`src/rtl/local_mac_acc.sv`:
```
// Bit-serial local MAC: ANDs each input bit-plane with a weight slice, counts the ones and
// shift-accumulates the counts MSB plane first into a multi-bit dot product.
module local_mac_acc #(
    parameter int unsigned INPUT_WIDTH = 144,
    parameter int unsigned PSUM_WIDTH  = 12,
    parameter int unsigned IN_BITS     = 8,
    parameter int unsigned ACC_WIDTH   = PSUM_WIDTH + IN_BITS
) (
    input  logic                   clk,
    input  logic                   rst,
    input  logic                   clear,
    input  logic                   signed_mode,
    input  logic [INPUT_WIDTH-1:0] wb,
    input  logic [INPUT_WIDTH-1:0] rwlb,
    input  logic                   in_valid,
    output logic                   in_ready,
    output logic                   out_valid,
    input  logic                   out_ready,
    output logic [ACC_WIDTH-1:0]   psum_out
);

    localparam int unsigned CntW = $clog2(IN_BITS + 1);
    localparam longint unsigned MaxMag =
        longint'(INPUT_WIDTH) * ((longint'(1) << IN_BITS) - 1);

    // Parameter sanity: popcount must fit PSUM_WIDTH, worst-case result must fit ACC_WIDTH.
    if (IN_BITS < 2) begin : g_bits_err
        $error("local_mac_acc: IN_BITS must be at least 2");
    end
    if ((longint'(1) << PSUM_WIDTH) <= longint'(INPUT_WIDTH)) begin : g_psum_err
        $error("local_mac_acc: PSUM_WIDTH too small for INPUT_WIDTH");
    end
    if (MaxMag >= (longint'(1) << (ACC_WIDTH - 1))) begin : g_acc_err
        $error("local_mac_acc: ACC_WIDTH too small for worst-case result");
    end

    typedef enum logic [1:0] {StIdle, StAccum, StDrain, StDone} state_t;

    state_t                 state_q;
    logic [CntW-1:0]        cnt_q;
    logic                   signed_q;
    logic [INPUT_WIDTH-1:0] prod;
    logic [PSUM_WIDTH-1:0]  pc;
    logic [PSUM_WIDTH-1:0]  pc_q;
    logic                   pc_valid_q;
    logic                   first_q;
    logic [ACC_WIDTH-1:0]   acc_q;
    logic [ACC_WIDTH-1:0]   pc_ext;
    logic                   xfer;

    assign xfer     = in_valid & in_ready;
    assign prod     = wb & rwlb;
    assign pc_ext   = {{(ACC_WIDTH - PSUM_WIDTH){1'b0}}, pc_q};
    assign psum_out = acc_q;

    // Popcount of the AND product.
    always_comb begin
        pc = '0;
        for (int i = 0; i < INPUT_WIDTH; i++) begin
            pc = pc + PSUM_WIDTH'(prod[i]);
        end
    end

    // Control FSM with registered handshake outputs.
    always_ff @(posedge clk or posedge rst) begin
        if (rst) begin
            state_q   <= StIdle;
            cnt_q     <= '0;
            signed_q  <= 1'b0;
            in_ready  <= 1'b0;
            out_valid <= 1'b0;
        end else if (clear) begin
            state_q   <= StIdle;
            cnt_q     <= '0;
            in_ready  <= 1'b1;
            out_valid <= 1'b0;
        end else begin
            unique case (state_q)
                StIdle: begin
                    in_ready <= 1'b1;
                    if (xfer) begin
                        state_q  <= StAccum;
                        cnt_q    <= CntW'(1);
                        signed_q <= signed_mode;
                    end
                end
                StAccum: begin
                    if (xfer) begin
                        cnt_q <= cnt_q + CntW'(1);
                        if (cnt_q == CntW'(IN_BITS - 1)) begin
                            state_q  <= StDrain;
                            in_ready <= 1'b0;
                        end
                    end
                end
                StDrain: begin
                    // Only the last plane can be in stage 1 here; it lands in acc this edge.
                    if (pc_valid_q) begin
                        state_q   <= StDone;
                        out_valid <= 1'b1;
                    end
                end
                StDone: begin
                    if (out_ready) begin
                        state_q   <= StIdle;
                        cnt_q     <= '0;
                        out_valid <= 1'b0;
                        in_ready  <= 1'b1;
                    end
                end
                default: state_q <= StIdle;
            endcase
        end
    end

    // Two-stage datapath: registered popcount, then shift-accumulate.
    always_ff @(posedge clk or posedge rst) begin
        if (rst) begin
            pc_q       <= '0;
            pc_valid_q <= 1'b0;
            first_q    <= 1'b0;
            acc_q      <= '0;
        end else if (clear) begin
            pc_q       <= '0;
            pc_valid_q <= 1'b0;
            first_q    <= 1'b0;
            acc_q      <= '0;
        end else begin
            pc_valid_q <= xfer;
            first_q    <= xfer && (state_q == StIdle);
            if (xfer) begin
                pc_q <= pc;
            end
            if (pc_valid_q) begin
                if (first_q) begin
                    // MSB plane carries negative weight in two's-complement mode.
                    acc_q <= signed_q ? -pc_ext : pc_ext;
                end else begin
                    acc_q <= (acc_q << 1) + pc_ext;
                end
            end
        end
    end

endmodule
```
`config.mk`:
```
export PLATFORM = sky130hd
export DESIGN_NAME = local_mac_acc
export DESIGN_NICKNAME = d
export VERILOG_FILES = /design/src/rtl/local_mac_acc.sv
export SDC_FILE = /design/constraint.sdc
export NUM_CORES = 1
export LEC_CHECK = 0
export CAP_MARGIN = 20
export CORE_ASPECT_RATIO = 1.2
export CORE_MARGIN = 2
export CORE_UTILIZATION = 43
export DETAILED_ROUTE_END_ITERATION = 10
export MAX_ROUTING_LAYER = met4
export PLACE_DENSITY = 0.84
export SYNTH_ARGS = -nofsm -noshare
export SYNTH_HDL_FRONTEND = slang
export SYNTH_SLANG_ARGS = --single-unit
```
`constraint.sdc`:
```
create_clock -name clk -period 2.4 [get_ports clk]
set_input_delay 0.6 -clock clk [delete_from_list [all_inputs] [get_ports clk]]
set_output_delay 0.6 -clock clk [all_outputs]
set_load 0.05 [all_outputs]
```
==> summary.txt <==
status -> finished with violations
failing checks -> negative setup slack
first-pass GRT wire length -> 34,400 µm
post-route insts no fill -> 1,289
Post-synth EDFFs -> 0
gr ovfl total -> 0
Syn Nets -> 1,198
Crit-path slowest cell -> fa_2
measured slew at the worst slew-check pin -> 0.702 ns
Async SR Flop Fraction -> 1.00
sequential area share after synthesis -> 0.143
worst hold stages -> 2
vias -> 6,357
GRT Util Overall -> 0.276
chip width -> 119 µm
HPWL after DPL -> 20,200 µm
final setup fails -> 8
most numerous cell on the critical path -> fa_1
CTS tree -> built
via/cell ratio -> 4.93
final setup TNS -> -36.60 ns
ys flop type -> dfrtp_1
Req. time, crit path -> 2.62 ns
CP max FO -> 2
Synth Area per Inst -> 9.32 µm²
post-layout min period -> 7.29 ns
Die Height -> 142 µm
Buf/Inv on CP -> 4
vias in the first global route -> 6,762
fmax -> 137 MHz
Wirelength per Cell -> 17.5 µm
Critical Path AT -> 7.51 ns
Iter 0 DRT Violations -> 319
#FFs+latches synth -> 39
Hold Crit Endpoint -> cnt_q[1]
IO buf count -> 315
clk sinks -> 39
Cell variety after synth -> 52
DRT antenna net count -> 0
Clock Skews -> 0.0103 ns
Slew Limit Fails -> 0
worst reg2reg path depth -> 7
DRC Markers -> 0
Hold Worst Slack -> 0.517 ns
Yosys warning count -> 0
Area Overhead vs Synth -> 55.4%
io pins -> 316
PnR worst setup slack -> -4.89 ns
drt first pass iters -> 7
Final Hold Fails -> 0
worst min-delay path category -> flop to flop
maxcap violations -> 0
reg2reg setup slack -> 0.14 ns
Worst Setup Start Kind -> input pin
Final GP Congestion -> 0.926
pin count of the biggest net entering global routing -> 40
FILL cells -> 1,219
nets -> 1,534
layout cells sized above 1 -> 0.147
Worst path top cell family by delay -> adder cells
hold wc startpoint -> cnt_q[1]
antenna violations before repair -> 10
RSZ-0062 raised after global routing -> true
WS Path Type -> input pin to flop
total CTS buffers -> 5
slew margin rel. -> 0.530
H-tree depth -> 2
Starting Density -> 0.439
Inst Count DP -> 1,268
Placeable Area -> 0.0156 mm²
Crit Reg-Reg Startpoint -> pc_q[1]
final wirelength -> 22,600 µm
Clock Latency Late Sink -> 0.29 ns
endpoint class of the critical path -> flop
Die ar. -> 0.0169 mm²
row count -> 50
Max Root-Sink Buffers -> 2
Cell Area, Placed -> 0.0105 mm²
Worst-path clk slew -> 0.06 ns
CP peak stage delay -> 0.59 ns
Finished Cell Area -> 0.0106 mm²
Syn Std Cell Area -> 0.00684 mm²
Post-Syn Instances -> 734
period utilisation layout -> 3.04
crit-path cells -> dlygate4sd2_1, and2_4, fa_1, fa_1, fa_1, fa_2, inv_2, fa_2, fa_1, fa_1, fa_1, fa_1, fa_1, inv_2, ha_4, inv_2, fa_2, nor2b_2, o21a_1, o211ai_1, a2111o_1, nand3_1
clock tree root driver cell -> clkbuf_16
reg2reg end -> psum_out[7]
## registers in the layout, indices dropped and copies added (netlist names)
name and count:
psum_out 20, pc_q 8, pc_valid_q 1, out_valid 1, state_q 2, cnt_q 4
first_q 1, in_ready 1, signed_q 1
## area by class of cell
cell class	instances	area (µm²)	area share
multi-input cells	542	5510	0.518
repair buffers	342	3150	0.296
flip-flops and latches	39	976	0.0918
inverters	140	526	0.0494
well taps	208	260	0.0245
clock buffers	6	129	0.0121
clock inverters	2	60.1	0.00565
diodes	10	25.0	0.00235
## placed cells by master (no fill, tap or decap), types with 16 or more instances in the layout
cell and instances:
nand3_1 22, inv_2 26, buf_4 27, nor2_1 21, a21oi_1 19, fa_2 16
nand2_1 93, dfrtp_1 39, fa_1 116, and2_1 37, and2_4 30, dlygate4sd2_1 101
inv_1 114, ha_1 35, clkdlybuf4s50_1 171, clkdlybuf4s15_1 21
## timing repair
action / CTS / global route
buffers inserted: 1 / 2
setup endpoints to repair: 8 / 9
pin swaps: 113 / 20
hold buffers: 0 / 0
resized for setup: 259 / 20
## through the flow
stage                     setup WS, ns   util
after floorplan                  -4.79      -
after global placement           -5.50  0.673
after detailed placement         -5.59  0.673
after CTS                        -4.86  0.680
after global routing             -5.15  0.682
final                            -4.89  0.682
## synth_stat cells, types with 3 or more instances
cell,count,area [µm²]
and2_1,67,419
or2_2,3,18.8
o211ai_1,9,67.6
o21a_1,3,22.5
a22oi_1,10,75.1
inv_1,140,526
nor2b_1,6,37.5
o31ai_1,3,22.5
a211oi_1,13,97.6
xnor2_1,8,70.1
a21o_1,6,45.0
mux2_2,4,45.0
and3_1,3,18.8
fa_1,132,2640
nand4_1,4,25.0
o21ai_0,13,65.1
buf_1,4,15.0
or3b_1,3,26.3
o22ai_1,3,18.8
xor2_1,5,43.8
ha_1,38,475
clkbuf_1,8,30.0
mux2i_1,5,50.1
a21oi_1,20,100
dfrtp_1,39,976
nand2_1,103,387
a211o_1,5,43.8
nand3_1,22,110
nor3_1,7,35.0
nor2_1,21,78.8
## cell families (layout without fill, tap and decap cells)
group                      Yosys count  in the layout  synth area share
xor gates and xnor gates            13             13            0.0166
AOI/OAI and AO/OA                  100            100             0.104
buffers and inverters              153            490            0.0851
other                                0             10                 0
and+or+nand+nor                    250            250             0.182
adders and majority gates          170            170             0.456
muxes                                9              9            0.0139
DFF                                 39             39             0.143
## routing by layer
metal / up-vias / share of wire / GRT usage
met5: - / 0 / -
met4: 0 / 0.024 / 0.0677
met3: 32 / 0.071 / 0.0525
met2: 225 / 0.51 / 0.472
met1: 3086 / 0.40 / 0.339
li1: 3014 / - / -
## worst register-to-register path, cell delays in order, from the launching register on
cell	delay (ns)
dfrtp_1	0.43
ha_1	0.25
fa_1	0.44
a211oi_1	0.35
o21ai_0	0.20
xor2_1	0.15
o21ai_0	0.09
a211oi_1	0.25
## how the worst max path moves through the flow
| stage | from | to | slack, ns | cells after the start |
|---|---|---|---|---|
| floorplan | wb[135] | pc_q[6] | -4.79 | 24 |
| CTS | wb[59] | pc_q[6] | -4.86 | 26 |
| global route | wb[59] | pc_q[6] | -5.15 | 26 |
| finish | rwlb[105] | pc_q[6] | -4.89 | 22 |
| detailed placement | wb[135] | pc_q[7] | -5.59 | 25 |
| global placement | wb[135] | pc_q[6] | -5.50 | 25 |
Power is left out: the tool's default activity adds up to more than one toggle a clock period on the data nets, which glitch-free logic cannot reach.
